--- src/rtl/dlsc_axi_rd_splitter_pkg.sv ---
// Shared types and elaboration helpers for the AXI read burst splitter.
package dlsc_axi_rd_splitter_pkg;

    typedef enum logic {
        ST_IDLE  = 1'b0,
        ST_SPLIT = 1'b1
    } split_state_t;

    // log2 of the beat size in bytes; converts a beat count into an address step
    function automatic int beat_shift(input int data_bits);
        return $clog2(data_bits / 8);
    endfunction

    function automatic int max_int(input int a, input int b);
        return (a > b) ? a : b;
    endfunction

endpackage

--- src/rtl/dlsc_axi_rd_splitter_track.sv ---
// Purpose: 1-bit FIFO holding the "final sub-burst" flag of each issued sub-burst.
// Latency: write visible at the head one cycle after push; pop takes effect next edge.
// Backpressure: full_o must gate the writer; pushing while full is never issued.
module dlsc_axi_rd_splitter_track #(
    parameter int DEPTH = 4
) (
    input  logic clk,
    input  logic rst_n,
    input  logic push_i,
    input  logic din_i,
    input  logic pop_i,
    output logic dout_o,
    output logic full_o,
    output logic empty_o
);

    localparam int PW = (DEPTH > 1) ? $clog2(DEPTH) : 1;
    localparam logic [PW:0] FULL_CNT = DEPTH[PW:0];

    logic [DEPTH-1:0] mem_q;
    logic [PW-1:0]    wr_q;
    logic [PW-1:0]    rd_q;
    logic [PW:0]      cnt_q;

    assign full_o  = (cnt_q == FULL_CNT);
    assign empty_o = (cnt_q == '0);
    assign dout_o  = mem_q[rd_q];

    always_ff @(posedge clk or negedge rst_n) begin
        if (!rst_n) begin
            mem_q <= '0;
            wr_q  <= '0;
            rd_q  <= '0;
            cnt_q <= '0;
        end else begin
            if (push_i) begin
                mem_q[wr_q] <= din_i;
                wr_q        <= wr_q + PW'(1);
            end
            if (pop_i) begin
                rd_q <= rd_q + PW'(1);
            end
            case ({push_i, pop_i})
                2'b10:   cnt_q <= cnt_q + (PW+1)'(1);
                2'b01:   cnt_q <= cnt_q - (PW+1)'(1);
                default: cnt_q <= cnt_q;
            endcase
        end
    end

endmodule

--- src/rtl/dlsc_axi_rd_splitter.sv ---
// Purpose: split master read bursts into router-legal sub-bursts, merging r_last back.
// Latency: first sub-burst the cycle after command accept; data path is combinational.
// Backpressure: sub-bursts stall while the tracking FIFO is full; r channel passes ready through.
module dlsc_axi_rd_splitter
    import dlsc_axi_rd_splitter_pkg::*;
#(
    parameter int ADDR     = 32,
    parameter int DATA     = 32,
    parameter int IN_LEN   = 8,
    parameter int OUT_LEN  = 4,
    parameter int BOUNDARY = 12,
    parameter int MOT      = 4
) (
    input  logic                clk,
    input  logic                rst_n,

    output logic                in_ar_ready,
    input  logic                in_ar_valid,
    input  logic [ADDR-1:0]     in_ar_addr,
    input  logic [IN_LEN-1:0]   in_ar_len,

    input  logic                in_r_ready,
    output logic                in_r_valid,
    output logic                in_r_last,
    output logic [DATA-1:0]     in_r_data,
    output logic [1:0]          in_r_resp,

    input  logic                out_ar_ready,
    output logic                out_ar_valid,
    output logic [ADDR-1:0]     out_ar_addr,
    output logic [OUT_LEN-1:0]  out_ar_len,

    output logic                out_r_ready,
    input  logic                out_r_valid,
    input  logic                out_r_last,
    input  logic [DATA-1:0]     out_r_data,
    input  logic [1:0]          out_r_resp
);

    localparam int SHIFT = beat_shift(DATA);
    localparam int REM_W = IN_LEN + 1;
    localparam int CW    = max_int(max_int(REM_W, OUT_LEN + 1), BOUNDARY + 1);

    split_state_t      state_q, state_d;
    logic [ADDR-1:0]   addr_q, addr_d;
    logic [REM_W-1:0]  rem_q, rem_d;

    logic [CW-1:0]     rem_w;
    logic [CW-1:0]     max_w;
    logic [CW-1:0]     bnd_w;
    logic [CW-1:0]     beats_w;
    logic              last_w;

    logic              trk_push;
    logic              trk_pop;
    logic              trk_head;
    logic              trk_full;
    logic              trk_empty;

    // Sub-burst size: the smallest of what is left, the router limit and the boundary room.
    always_comb begin
        rem_w   = CW'(rem_q);
        max_w   = CW'(1) << OUT_LEN;
        bnd_w   = ((CW'(1) << BOUNDARY) - CW'(addr_q[BOUNDARY-1:0])) >> SHIFT;
        beats_w = rem_w;
        if (max_w < beats_w) beats_w = max_w;
        if (bnd_w < beats_w) beats_w = bnd_w;
    end

    assign last_w = (rem_w == beats_w);

    always_comb begin
        state_d      = state_q;
        addr_d       = addr_q;
        rem_d        = rem_q;
        in_ar_ready  = 1'b0;
        out_ar_valid = 1'b0;
        trk_push     = 1'b0;
        case (state_q)
            ST_IDLE: begin
                in_ar_ready = 1'b1;
                if (in_ar_valid) begin
                    addr_d  = in_ar_addr;
                    rem_d   = REM_W'(in_ar_len) + REM_W'(1);
                    state_d = ST_SPLIT;
                end
            end
            ST_SPLIT: begin
                out_ar_valid = !trk_full;
                if (out_ar_valid && out_ar_ready) begin
                    trk_push = 1'b1;
                    addr_d   = addr_q + (ADDR'(beats_w) << SHIFT);
                    rem_d    = rem_q - REM_W'(beats_w);
                    if (last_w) state_d = ST_IDLE;
                end
            end
            default: state_d = ST_IDLE;
        endcase
    end

    always_ff @(posedge clk or negedge rst_n) begin
        if (!rst_n) begin
            state_q <= ST_IDLE;
            addr_q  <= '0;
            rem_q   <= '0;
        end else begin
            state_q <= state_d;
            addr_q  <= addr_d;
            rem_q   <= rem_d;
        end
    end

    assign out_ar_addr = addr_q;
    assign out_ar_len  = (state_q == ST_SPLIT) ? OUT_LEN'(beats_w - CW'(1)) : '0;

    // Data is only forwarded while a sub-burst is tracked, so its final flag is at the head.
    assign in_r_valid  = out_r_valid & !trk_empty;
    assign out_r_ready = in_r_ready & !trk_empty;
    assign in_r_last   = out_r_last & trk_head & !trk_empty;
    assign in_r_data   = out_r_data;
    assign in_r_resp   = out_r_resp;
    assign trk_pop     = out_r_valid & out_r_ready & out_r_last;

    dlsc_axi_rd_splitter_track #(
        .DEPTH (MOT)
    ) u_track (
        .clk     (clk),
        .rst_n   (rst_n),
        .push_i  (trk_push),
        .din_i   (last_w),
        .pop_i   (trk_pop),
        .dout_o  (trk_head),
        .full_o  (trk_full),
        .empty_o (trk_empty)
    );

endmodule

--- config.mk ---
export PLATFORM = sky130hd
export DESIGN_NAME = dlsc_axi_rd_splitter
export DESIGN_NICKNAME = d
export VERILOG_FILES = /design/src/rtl/dlsc_axi_rd_splitter_pkg.sv /design/src/rtl/dlsc_axi_rd_splitter_track.sv /design/src/rtl/dlsc_axi_rd_splitter.sv
export SDC_FILE = /design/constraint.sdc
export NUM_CORES = 1
export LEC_CHECK = 0
export ABC_AREA = 0
export BUFFER_PORTS_ARGS = -buffer_cell sky130_fd_sc_hd__clkbuf_2
export CAP_MARGIN = 5
export CORE_ASPECT_RATIO = 1.4
export CORE_MARGIN = 2
export CORE_UTILIZATION = 45
export CTS_CLUSTER_DIAMETER = 30
export CTS_CLUSTER_SIZE = 20
export DETAILED_ROUTE_END_ITERATION = 7
export PLACE_DENSITY = 0.73
export SLEW_MARGIN = 30
export SYNTH_ARGS = -nofsm -noshare
export SYNTH_HDL_FRONTEND = slang
export SYNTH_SLANG_ARGS = --single-unit
--- constraint.sdc ---
create_clock -name clk -period 10.3 [get_ports clk]
set_input_delay 1.03 -clock clk [delete_from_list [all_inputs] [get_ports clk]]
set_output_delay 1.03 -clock clk [all_outputs]
set_load 0.01 [all_outputs]
# Yosys cells after proc, flatten, opt, wreduce, memory -nomap -nowiden
# Cells that the tools add are included.
# word_totals
regBits	53
word_cells	64
out_inout_bits	75
inputBits	81
# classes
n_reduce_logical	7
magnitude_cmp	5
add_sub_neg	9
n_eq_ne	6
n_mux	23
bitwise_logic	7
# op_table
operator	n
32-bit two-way mux	2
32-bit one-hot mux with 2 select lines	1
32-bit by 13-bit adder with 32-bit output	1
9-bit two-way mux	3
9-bit one-hot mux with 2 select lines	1
13-bit by 12-bit subtractor with 13-bit output, first input constant	1
9-bit by 11-bit equality test with 1-bit output	1
11-bit by 9-bit < comparator with 1-bit output	1
11-bit two-way mux	1
8-bit by 1-bit adder with 9-bit output, second input constant	1
5-bit by 9-bit < comparator with 1-bit output, first input constant	1
1-bit two-way mux	9
9-bit subtractor	1
1-bit bitwise AND	6
2-bit by 3-bit < comparator with 1-bit output, second input constant	2
3-bit one-hot mux with 2 select lines	1
2-bit by 1-bit adder with 2-bit output, second input constant	2
4-bit bitwise mux	1
4-bit two-way mux	1
4-bit by 1-bit subtractor with 4-bit output, second input constant	1
3-bit by 1-bit adder with 3-bit output, second input constant	1
3-bit equality test, second input constant	1
3-bit zero test	1
3-bit by 1-bit subtractor with 3-bit output, second input constant	1
other kinds (13)	15

# Longest topological paths before layout
# Gate-level depths: netlist (run 1).
# depth
ltp_word	8
mapped_depth	22
depth_no_buf	21

# Hierarchy
# From an unflattened synthesis (run 1), not the netlist that was laid out.
# hier_totals
hier_cells	559
hier_area_um2	4585.6
# modules_own_cells
mod	n_inst	area_per_inst_um2	cells_per_inst	seq_area_each_um2
dlsc_axi_rd_splitter	1	4025.1	513	1051.0
dlsc_axi_rd_splitter_track	1	560.5	46	275.3

# Least setup slack after synthesis (run 1)
# No wires, ideal clock.
# synth_path
path_kind	register -> register
startpoint	register addr_q[3] (netlist: out_ar_addr[3])
endpoint	register addr_q[22] (netlist: out_ar_addr[22])
arrival_time_ps	5508
path_stages_with_launch	22
setup_slack_ps	4715
required_time_ps	10223
setup_time_ps	77
synth_period_minus_slack_ps	5585
n_path_buf	1
cell_sequence	dfrtp_1 -> or4_1 -> or4b_1 -> xor2_1 -> ha_1 -> nand4_1 -> nor2_1 -> a221oi_1 -> nand3_1 -> o31a_1 -> inv_2 -> ha_1 -> inv_1 -> fa_1 -> nor2b_1 -> o2111ai_1 -> a31oi_1 -> a21o_1 -> clkbuf_1 -> nand4_1 -> a211o_1 -> a21oi_1
# synth_between
elab_chain_cells	6
# synth_rtl
item	line_no	text
start, declared	dlsc_axi_rd_splitter.sv:45	logic [ADDR-1:0] addr_q, addr_d;
start signal, assigned	dlsc_axi_rd_splitter.sv:108	addr_q <= addr_d;
13-bit by 12-bit subtractor with 13-bit output	dlsc_axi_rd_splitter.sv:64	bnd_w = ((CW'(1) << BOUNDARY) - CW'(addr_q[BOUNDARY-1:0])) >> SHIFT;
11-bit by 9-bit < comparator with 1-bit output	dlsc_axi_rd_splitter.sv:67	if (bnd_w < beats_w) beats_w = bnd_w;
11-bit two-way mux	dlsc_axi_rd_splitter.sv:67	
32-bit by 13-bit adder with 32-bit output (*)	dlsc_axi_rd_splitter.sv:92	addr_d = addr_q + (ADDR'(beats_w) << SHIFT);
32-bit two-way mux (*)	dlsc_axi_rd_splitter.sv:90	if (out_ar_valid && out_ar_ready) begin
32-bit one-hot mux with 2 select lines (*)	dlsc_axi_rd_splitter.sv:79	case (state_q)
# Every way passes the cells marked *; elsewhere a longest branch is shown, timed or not. The select of a mux whose other input is x is not followed.
# A chain may end at the register's enable or synchronous reset.

# Worst setup path in the final report (run 1)
# layout_path
startpoint	register addr_q[3] (netlist: out_ar_addr[3])
endpoint	register addr_q[28] (netlist: out_ar_addr[28])
# Same word-level chain as after synthesis.

==> results of run 1 <==
==> routing by layer <==
layer / wire [um] / GRT usage, % / vias up
li1: - / - / 1983
met1: 4710 / 27.6 / 1954
met2: 5900 / 39.0 / 140
met3: 676 / 3.79 / 27
met4: 442 / 12.5 / 0
met5: 0 / 0 / -
==> registers in the layout (all words and copies together) (netlist names) <==
name and cells:
state_q 1, out_ar_addr 32, u_track.cnt_q 3, u_track.wr_q 2, rem_q 9, u_track.rd_q 2, u_track.mem_q 4
==> cell usage after synthesis (2+ instances only) <==
cell,instances,area [sq um]
ha_1,34,425
a22oi_1,2,15.0
inv_2,5,18.8
o22ai_1,6,37.5
xnor2_1,17,149
nand3_1,15,75.1
nand2_1,58,218
inv_1,24,90.1
nor4_1,4,25.0
nand4_1,13,81.3
a211o_1,4,35.0
and3_1,9,56.3
nand2b_1,3,18.8
clkbuf_1,19,71.3
and4_1,5,43.8
dfrtp_1,53,1330
nor2b_1,7,43.8
o21a_1,7,52.6
a21o_1,7,52.6
a211oi_1,7,52.6
a32oi_1,2,17.5
o21ai_0,20,100
buf_4,34,255
nor3_1,8,40.0
and2_1,6,37.5
xor2_1,16,140
fa_1,3,60.1
a21oi_1,32,160
o21ai_1,13,65.1
conb_1,2,7.51
a31oi_1,5,31.3
a311oi_1,6,52.6
o2111ai_1,4,35.0
o211a_1,3,30.0
o21bai_1,3,22.5
or3_1,5,31.3
nor2_1,40,150
mux2i_1,6,60.1
==> final cells by class <==
cell class	instances	area, sq um
Tap cell	135	169
Timing Repair Buffer	94	488
Sequential cell	53	1330
Clock buffer	5	125
Fill cell	979	4840
Clock inverter	3	26.3
Inverter	29	109
Multi-Input combinational cell	403	2710
==> power breakdown <==
part | internal [mW] | leakage (nW) | total, mW | switching [mW]
logic | 0.445 | 1.64 | 1.03 | 0.584
registers | 0.291 | 0.634 | 0.404 | 0.113
clock network | 0.0922 | 0.0744 | 0.178 | 0.0860
total | 0.828 | 2.35 | 1.61 | 0.783
==> metrics by stage <==
| stage | util [%] | hold WS, ns |
|---|---|---|
| after floorplan | - | 0.449 |
| after global placement | 49.0 | 0.467 |
| after detailed placement | 49.0 | 0.472 |
| after CTS | 50.6 | 0.488 |
| after global routing | 50.6 | 0.506 |
| final | 50.6 | 0.484 |
==> path summary, 6_finish.rpt <==
check	end	slack, ns	depth (start not counted)
worst max-delay path	out_ar_addr[28]$_DFFE_PN0P_	4.11	20
worst min-delay path	u_track.mem_q[2]$_DFFE_PN0P_	0.48	2
worst max register to register	out_ar_addr[28]$_DFFE_PN0P_	4.11	20
worst min register to register	u_track.mem_q[2]$_DFFE_PN0P_	0.48	2
max in group asynchronous	rem_q[3]$_DFFE_PN0P_	8.97	2
min in group asynchronous	u_track.mem_q[2]$_DFFE_PN0P_	0.86	2
==> critical path, cell delays in order, from the launching register on <==
cell and delay (ns):
dfrtp_1 0.47, or4_1 0.60, or4b_1 0.54, xor2_1 0.34, ha_1 0.32, nand4_1 0.09
nor2_1 0.05, a221oi_1 0.66, nand3_1 0.24, o31a_1 0.33, inv_2 0.10, ha_1 0.21
inv_1 0.07, fa_1 0.37, nor2b_1 0.22, o2111ai_1 0.16, a31oi_1 0.34, a21o_1 0.39
nand4_1 0.18, a211o_1 0.32, a21oi_1 0.11
==> cell usage in the layout, fill, tap and decap left out, types with 8 or more instances in the layout <==
cell type,n
clkbuf_2,87
inv_1,24
o21ai_0,20
nand3_1,15
nor3_1,8
xor2_1,16
o21ai_1,13
nand4_1,13
ha_1,34
dfrtp_1,53
a21oi_1,32
nand2_1,58
nor2_1,40
and3_1,9
xnor2_1,17
==> cells by family (layout without fill, tap and decap cells) <==
logic type,count (synthesis),after routing,synth area share [%]
compound gates,139,139,20.7
xor+xnor,33,33,6.47
fa+ha+maj,37,37,10.9
buf+inv,84,131,9.94
flops,53,53,29.7
mux,7,7,1.85
other cells,2,5,0.168
simple gates,182,182,20.3
==> flow_metrics.env, run 1 <==
export IMPL_grt_overflow_total=0
export IMPL_seq_area_frac_synth_pct=29.7
export IMPL_dp_hpwl_um=8830
export IMPL_postRouteAntennaNets=0
export IMPL_ir_drop_mv=0.125
export IMPL_cp_arrival_ns=6.42
export IMPL_min_path_type="register to register"
export IMPL_worst_slack_ns=4.11
export IMPL_dp_cells=714
export IMPL_worstHoldStart="u_track.mem_q[2]$_DFFE_PN0P_"
export IMPL_worst_pin_slew_ns=0.860
export IMPL_cap_viol_max_count=0
export IMPL_num_vias=4104
export IMPL_grt_max_degree=54
export IMPL_routedWlPerCell_um=16.2
export IMPL_cp_end_kind="register"
export IMPL_layout_cells_non_filler=722
export IMPL_clock_skew_ns=0.00677
export IMPL_fp_dieH_um=122
export IMPL_async_flop_share_pct=100
export IMPL_drive_gt1_share_pct=19.6
export IMPL_crit_start="out_ar_addr[3]$_DFFE_PN0P_"
export IMPL_slew_limit_headroom_pct=42.7
export IMPL_post_place_ws_ns=4.15
export IMPL_syn_to_final_growth_pct=10.8
export IMPL_report_final_setup_viol=0
export IMPL_postCtsHoldBufs=0
export IMPL_cp_data_required_time_ns=10.53
export IMPL_synth_avg_cell_area_sq_um=8.32
export IMPL_p_leak_nw=2.35
export IMPL_grt_pass1_wl_um=19700
export IMPL_wirelength_um=11700
export IMPL_diodes=0
export IMPL_dieArea_sq_um=10800
export IMPL_period_needed_ns=6.19
export IMPL_nets=704
export IMPL_ys_ff_latch=53
export IMPL_synthCells=537
export IMPL_post_cts_resized=0
export IMPL_initial_core_util_pct=45.6
export IMPL_yosysUniqueCellTypes=68
export IMPL_grt_total_usage_pct=23.1
export IMPL_post_cts_buffers=0
export IMPL_clock_fmax_ghz=0.162
export IMPL_yosys_warnings=0
export IMPL_via_per_inst=5.68
export IMPL_drc=0
export IMPL_finalCritPeriodShare_pct=60.1
export IMPL_drt_iter0_drc=301
export IMPL_status="completed"
export IMPL_synth_edf_count=0
export IMPL_final_setup_tns_ns=0
export IMPL_clockBufferDepth=2
export IMPL_netlist_area_sq_um=4470
export IMPL_gp_congestion=0.948
export IMPL_clk_pin_slew_ns=0.08
export IMPL_core_sq_um=9790
export IMPL_crit_path_start_kind="register"
export IMPL_rsz0062_at_grt="false"
export IMPL_rows=43
export IMPL_cts_sinks=53
export IMPL_clk_latency_ns=0.30
export IMPL_ioPinCount=156
export IMPL_portBuffers=87
export IMPL_antenna_found_initial=0
export IMPL_power_density_nw_per_um2=325
export IMPL_placed_area_sq_um=4800
export IMPL_drv_slew=0
export IMPL_cts_root_buf="clkbuf_16"
export IMPL_htree_levels=2
export IMPL_numCtsBuffers=5
export IMPL_critPathMaxFanout=10
export IMPL_yosys_most_used_dff="dfrtp_1"
export IMPL_die_width_um=88.2
export IMPL_worstReg2RegStart="out_ar_addr[3]$_DFFE_PN0P_"
export IMPL_drt_pass1_iterations=4
export IMPL_hold_viol=0
export IMPL_design_area_sq_um=4950
export IMPL_critPathKind="register to register"
export IMPL_grt_pass1_vias=4201
export IMPL_cts_tree="built"
export IMPL_finalPower_mw=1.61
Power figures use the tool's default switching activity.
==> run 2, diff against run 1 <==
Settings changed: ABC_AREA 0 to 1, PLACE_DENSITY 0.73 to 0.75.
Clock period 10.3 ns to 5.15 ns, I/O delays scaled along.
==> run 2 against run 1 <==
Worst hold slack got worse by 0.14 ns. Synthesized area rose by 10%. Wire length rose by 9.0%. Combinational power rose by 51%. Via count rose by 17%. Core utilization fell by 0.32 points. Non-clock buffer count fell by 4. Total power rose by 72%. Die area rose by 9.8%. Clock power rose by 130%.
==> flow_metrics.env, run 2 <==
export IMPL_rr_worst_depth=32
export IMPL_grt_total_usage_pct=22.1
export IMPL_async_flop_share_pct=100
export IMPL_crit_path_frequent_cell="nand2_1"
export IMPL_drt_pass1_iterations=5
export IMPL_grt_pass1_vias=4693
export IMPL_wirelength_um=12800
export IMPL_p_leak_nw=2.82
export IMPL_dp_hpwl_um=9750
export IMPL_status="completed"
export IMPL_crit_start="out_ar_addr[0]$_DFFE_PN0P_"
export IMPL_period_needed_ns=4.54
export IMPL_finalCritPeriodShare_pct=88.1
export IMPL_numCtsBuffers=5
export IMPL_initial_core_util_pct=45.8
export IMPL_netlist_area_sq_um=4920
export IMPL_power_density_nw_per_um2=512
export IMPL_htree_levels=2
export IMPL_final_setup_tns_ns=0
export IMPL_post_cts_resized=0
export IMPL_rows=45
export IMPL_synthCells=728
export IMPL_synth_avg_cell_area_sq_um=6.76
export IMPL_worstReg2RegStart="out_ar_addr[0]$_DFFE_PN0P_"
export IMPL_grt_overflow_total=0
export IMPL_die_width_um=92.4
export IMPL_syn_to_final_growth_pct=9.71
export IMPL_synth_most_common_cell="nand2_1"
export IMPL_cp_end_kind="register"
export IMPL_synthTopCellsByArea="dfrtp_1, nand2_1, ha_1"
export IMPL_yosys_warnings=0
export IMPL_dieArea_sq_um=11800
export IMPL_post_cts_buffers=0
export IMPL_portBuffers=87
export IMPL_postCtsHoldBufs=0
export IMPL_num_vias=4806
export IMPL_nets=894
export IMPL_antenna_found_initial=0
export IMPL_worst_pin_slew_ns=0.723
export IMPL_largest_register_ffs=32
export IMPL_fp_dieH_um=128
export IMPL_cap_viol_max_count=0
export IMPL_synth_top_cells_by_count="nand2_1, inv_1, nor2_1"
export IMPL_fin_worst_hold_slack_ns=0.344
export IMPL_clock_skew_ns=0.00818
export IMPL_clockBufferDepth=2
export IMPL_ioPinCount=156
export IMPL_yosys_most_used_dff="dfrtp_1"
export IMPL_r2r_setup_slack_ns=0.61
export IMPL_cp_slowest_cell="dfrtp_1"
export IMPL_postRouteAntennaNets=0
export IMPL_core_sq_um=10800
export IMPL_hold_viol=0
export IMPL_crit_end="out_ar_addr[28]$_DFFE_PN0P_"
export IMPL_via_per_inst=5.24
export IMPL_clock_fmax_ghz=0.220
export IMPL_yosysTopAreaCell="dfrtp_1"
export IMPL_cts_tree="built"
export IMPL_crit_path_start_kind="register"
export IMPL_cp_data_required_time_ns=5.34
export IMPL_synth_edf_count=0
export IMPL_grt_pass1_wl_um=21200
export IMPL_drive_gt1_share_pct=16.1
export IMPL_gp_congestion=0.908
export IMPL_drv_slew=0
export IMPL_clk_pin_slew_ns=0.08
export IMPL_critPathKind="register to register"
export IMPL_finalPower_mw=2.76
export IMPL_diodes=0
export IMPL_yosysUniqueCellTypes=47
export IMPL_layout_common_cells="nand2_1, inv_1, clkbuf_2"
export IMPL_clk_latency_ns=0.30
export IMPL_post_route_util_pct=50.2
export IMPL_timing_rr_end="out_ar_addr[28]$_DFFE_PN0P_"
export IMPL_drc=0
export IMPL_rsz0062_at_grt="false"
export IMPL_slew_limit_headroom_pct=51.8
export IMPL_ys_ff_latch=53
export IMPL_cts_sinks=53
export IMPL_critPathMaxFanout=12
export IMPL_min_path_type="input port to async pin"
export IMPL_ir_drop_mv=0.188
export IMPL_yosys_area_top_type_share_pct=26.9
export IMPL_routedWlPerCell_um=13.9
export IMPL_drt_iter0_drc=280
export IMPL_grt_max_degree=58
export IMPL_final_common_cell="nand2_1"
export IMPL_cp_arrival_ns=4.73
export IMPL_seq_area_frac_synth_pct=26.9
export IMPL_cts_root_buf="clkbuf_16"
export IMPL_slowest_delay_ns=0.42
export IMPL_report_final_setup_viol=0
==> run 2: changes by cell type in the layout (fill, tap and decap cells not counted), sizes merged, moves of 6 or more <==
cell	delta
nand2	+97
inv	+73
nor2	+47
o21ai	+39
nand3	+31
xnor2	-12
and3	-8
o211ai	+8
nor2b	-7
and2	-6
mux2i	-6
nor3	+6
or3	-6
==> run 2: metrics by stage <==
| step | worst slack [ns] | area [sq um] | cells |
|---|---|---|---|
| final | 0.613 | 5400 | 918 |
| after global routing | 0.0460 | 5400 | 918 |
| after CTS | 0.621 | 5400 | 918 |
| after detailed placement | 0.636 | 5220 | 910 |
| after global placement | 0.783 | 5220 | 910 |
| after floorplan | 1.11 | 4940 | 731 |
==> run 2: final cells by class <==
| type | instances | area, sq um |
|---|---|---|
| clock inverters | 2 | 37.5 |
| well taps | 141 | 176 |
| inverters | 103 | 387 |
| fillers | 1107 | 5350 |
| clock buffers | 6 | 139 |
| flip-flops and latches | 53 | 1330 |
| multi-input cells | 523 | 2880 |
| repair buffers | 90 | 458 |
==> run 2: critical path: cells and delay by family, from the launching register on <==
kind | cells | cell delay, ns
simple gates | 21 | 2.15
fa+ha+maj | 3 | 0.88
buf+inv | 6 | 0.49
compound gates | 2 | 0.48
flops | 1 | 0.42
==> run 2: cells by family after synthesis <==
kind of cell,after synthesis,share of synthesized area (%)
and+or+nand+nor,318,27.8
AOI/OAI and AO/OA,140,16.2
adders and majority gates,37,9.86
buffers and inverters,155,14.9
xor gates and xnor gates,21,3.73
muxes,2,0.457
DFF,53,26.9
other,2,0.152
==> run 2: layer usage <==
| metal | routed length [um] | GRT usage [%] | up-vias |
|---|---|---|---|
| li1 | - | - | 2421 |
| met1 | 5060 | 23.8 | 2183 |
| met2 | 6450 | 40.7 | 149 |
| met3 | 831 | 4.29 | 53 |
| met4 | 438 | 11.4 | 0 |
| met5 | 0 | 0 | - |
==> run 2: worst min-delay path by stage <==
stage                                 startpoint                      endpoint  slack, ns
floorplan                                  rst_n    out_ar_addr[0]$_DFFE_PN0P_       0.22
global placement    u_track.mem_q[0]$_DFFE_PN0P_  u_track.mem_q[0]$_DFFE_PN0P_       0.47
detailed placement  u_track.mem_q[0]$_DFFE_PN0P_  u_track.mem_q[0]$_DFFE_PN0P_       0.47
CTS                                        rst_n   out_ar_addr[11]$_DFFE_PN0P_       0.40
global route                               rst_n    out_ar_addr[7]$_DFFE_PN0P_       0.44
finish                                     rst_n    out_ar_addr[5]$_DFFE_PN0P_       0.34
==> run 2: where the power goes <==
part	internal (mW)	total, mW	switching, mW
combinational	0.607	1.56	0.952
sequential	0.578	0.797	0.219
clock	0.243	0.408	0.165
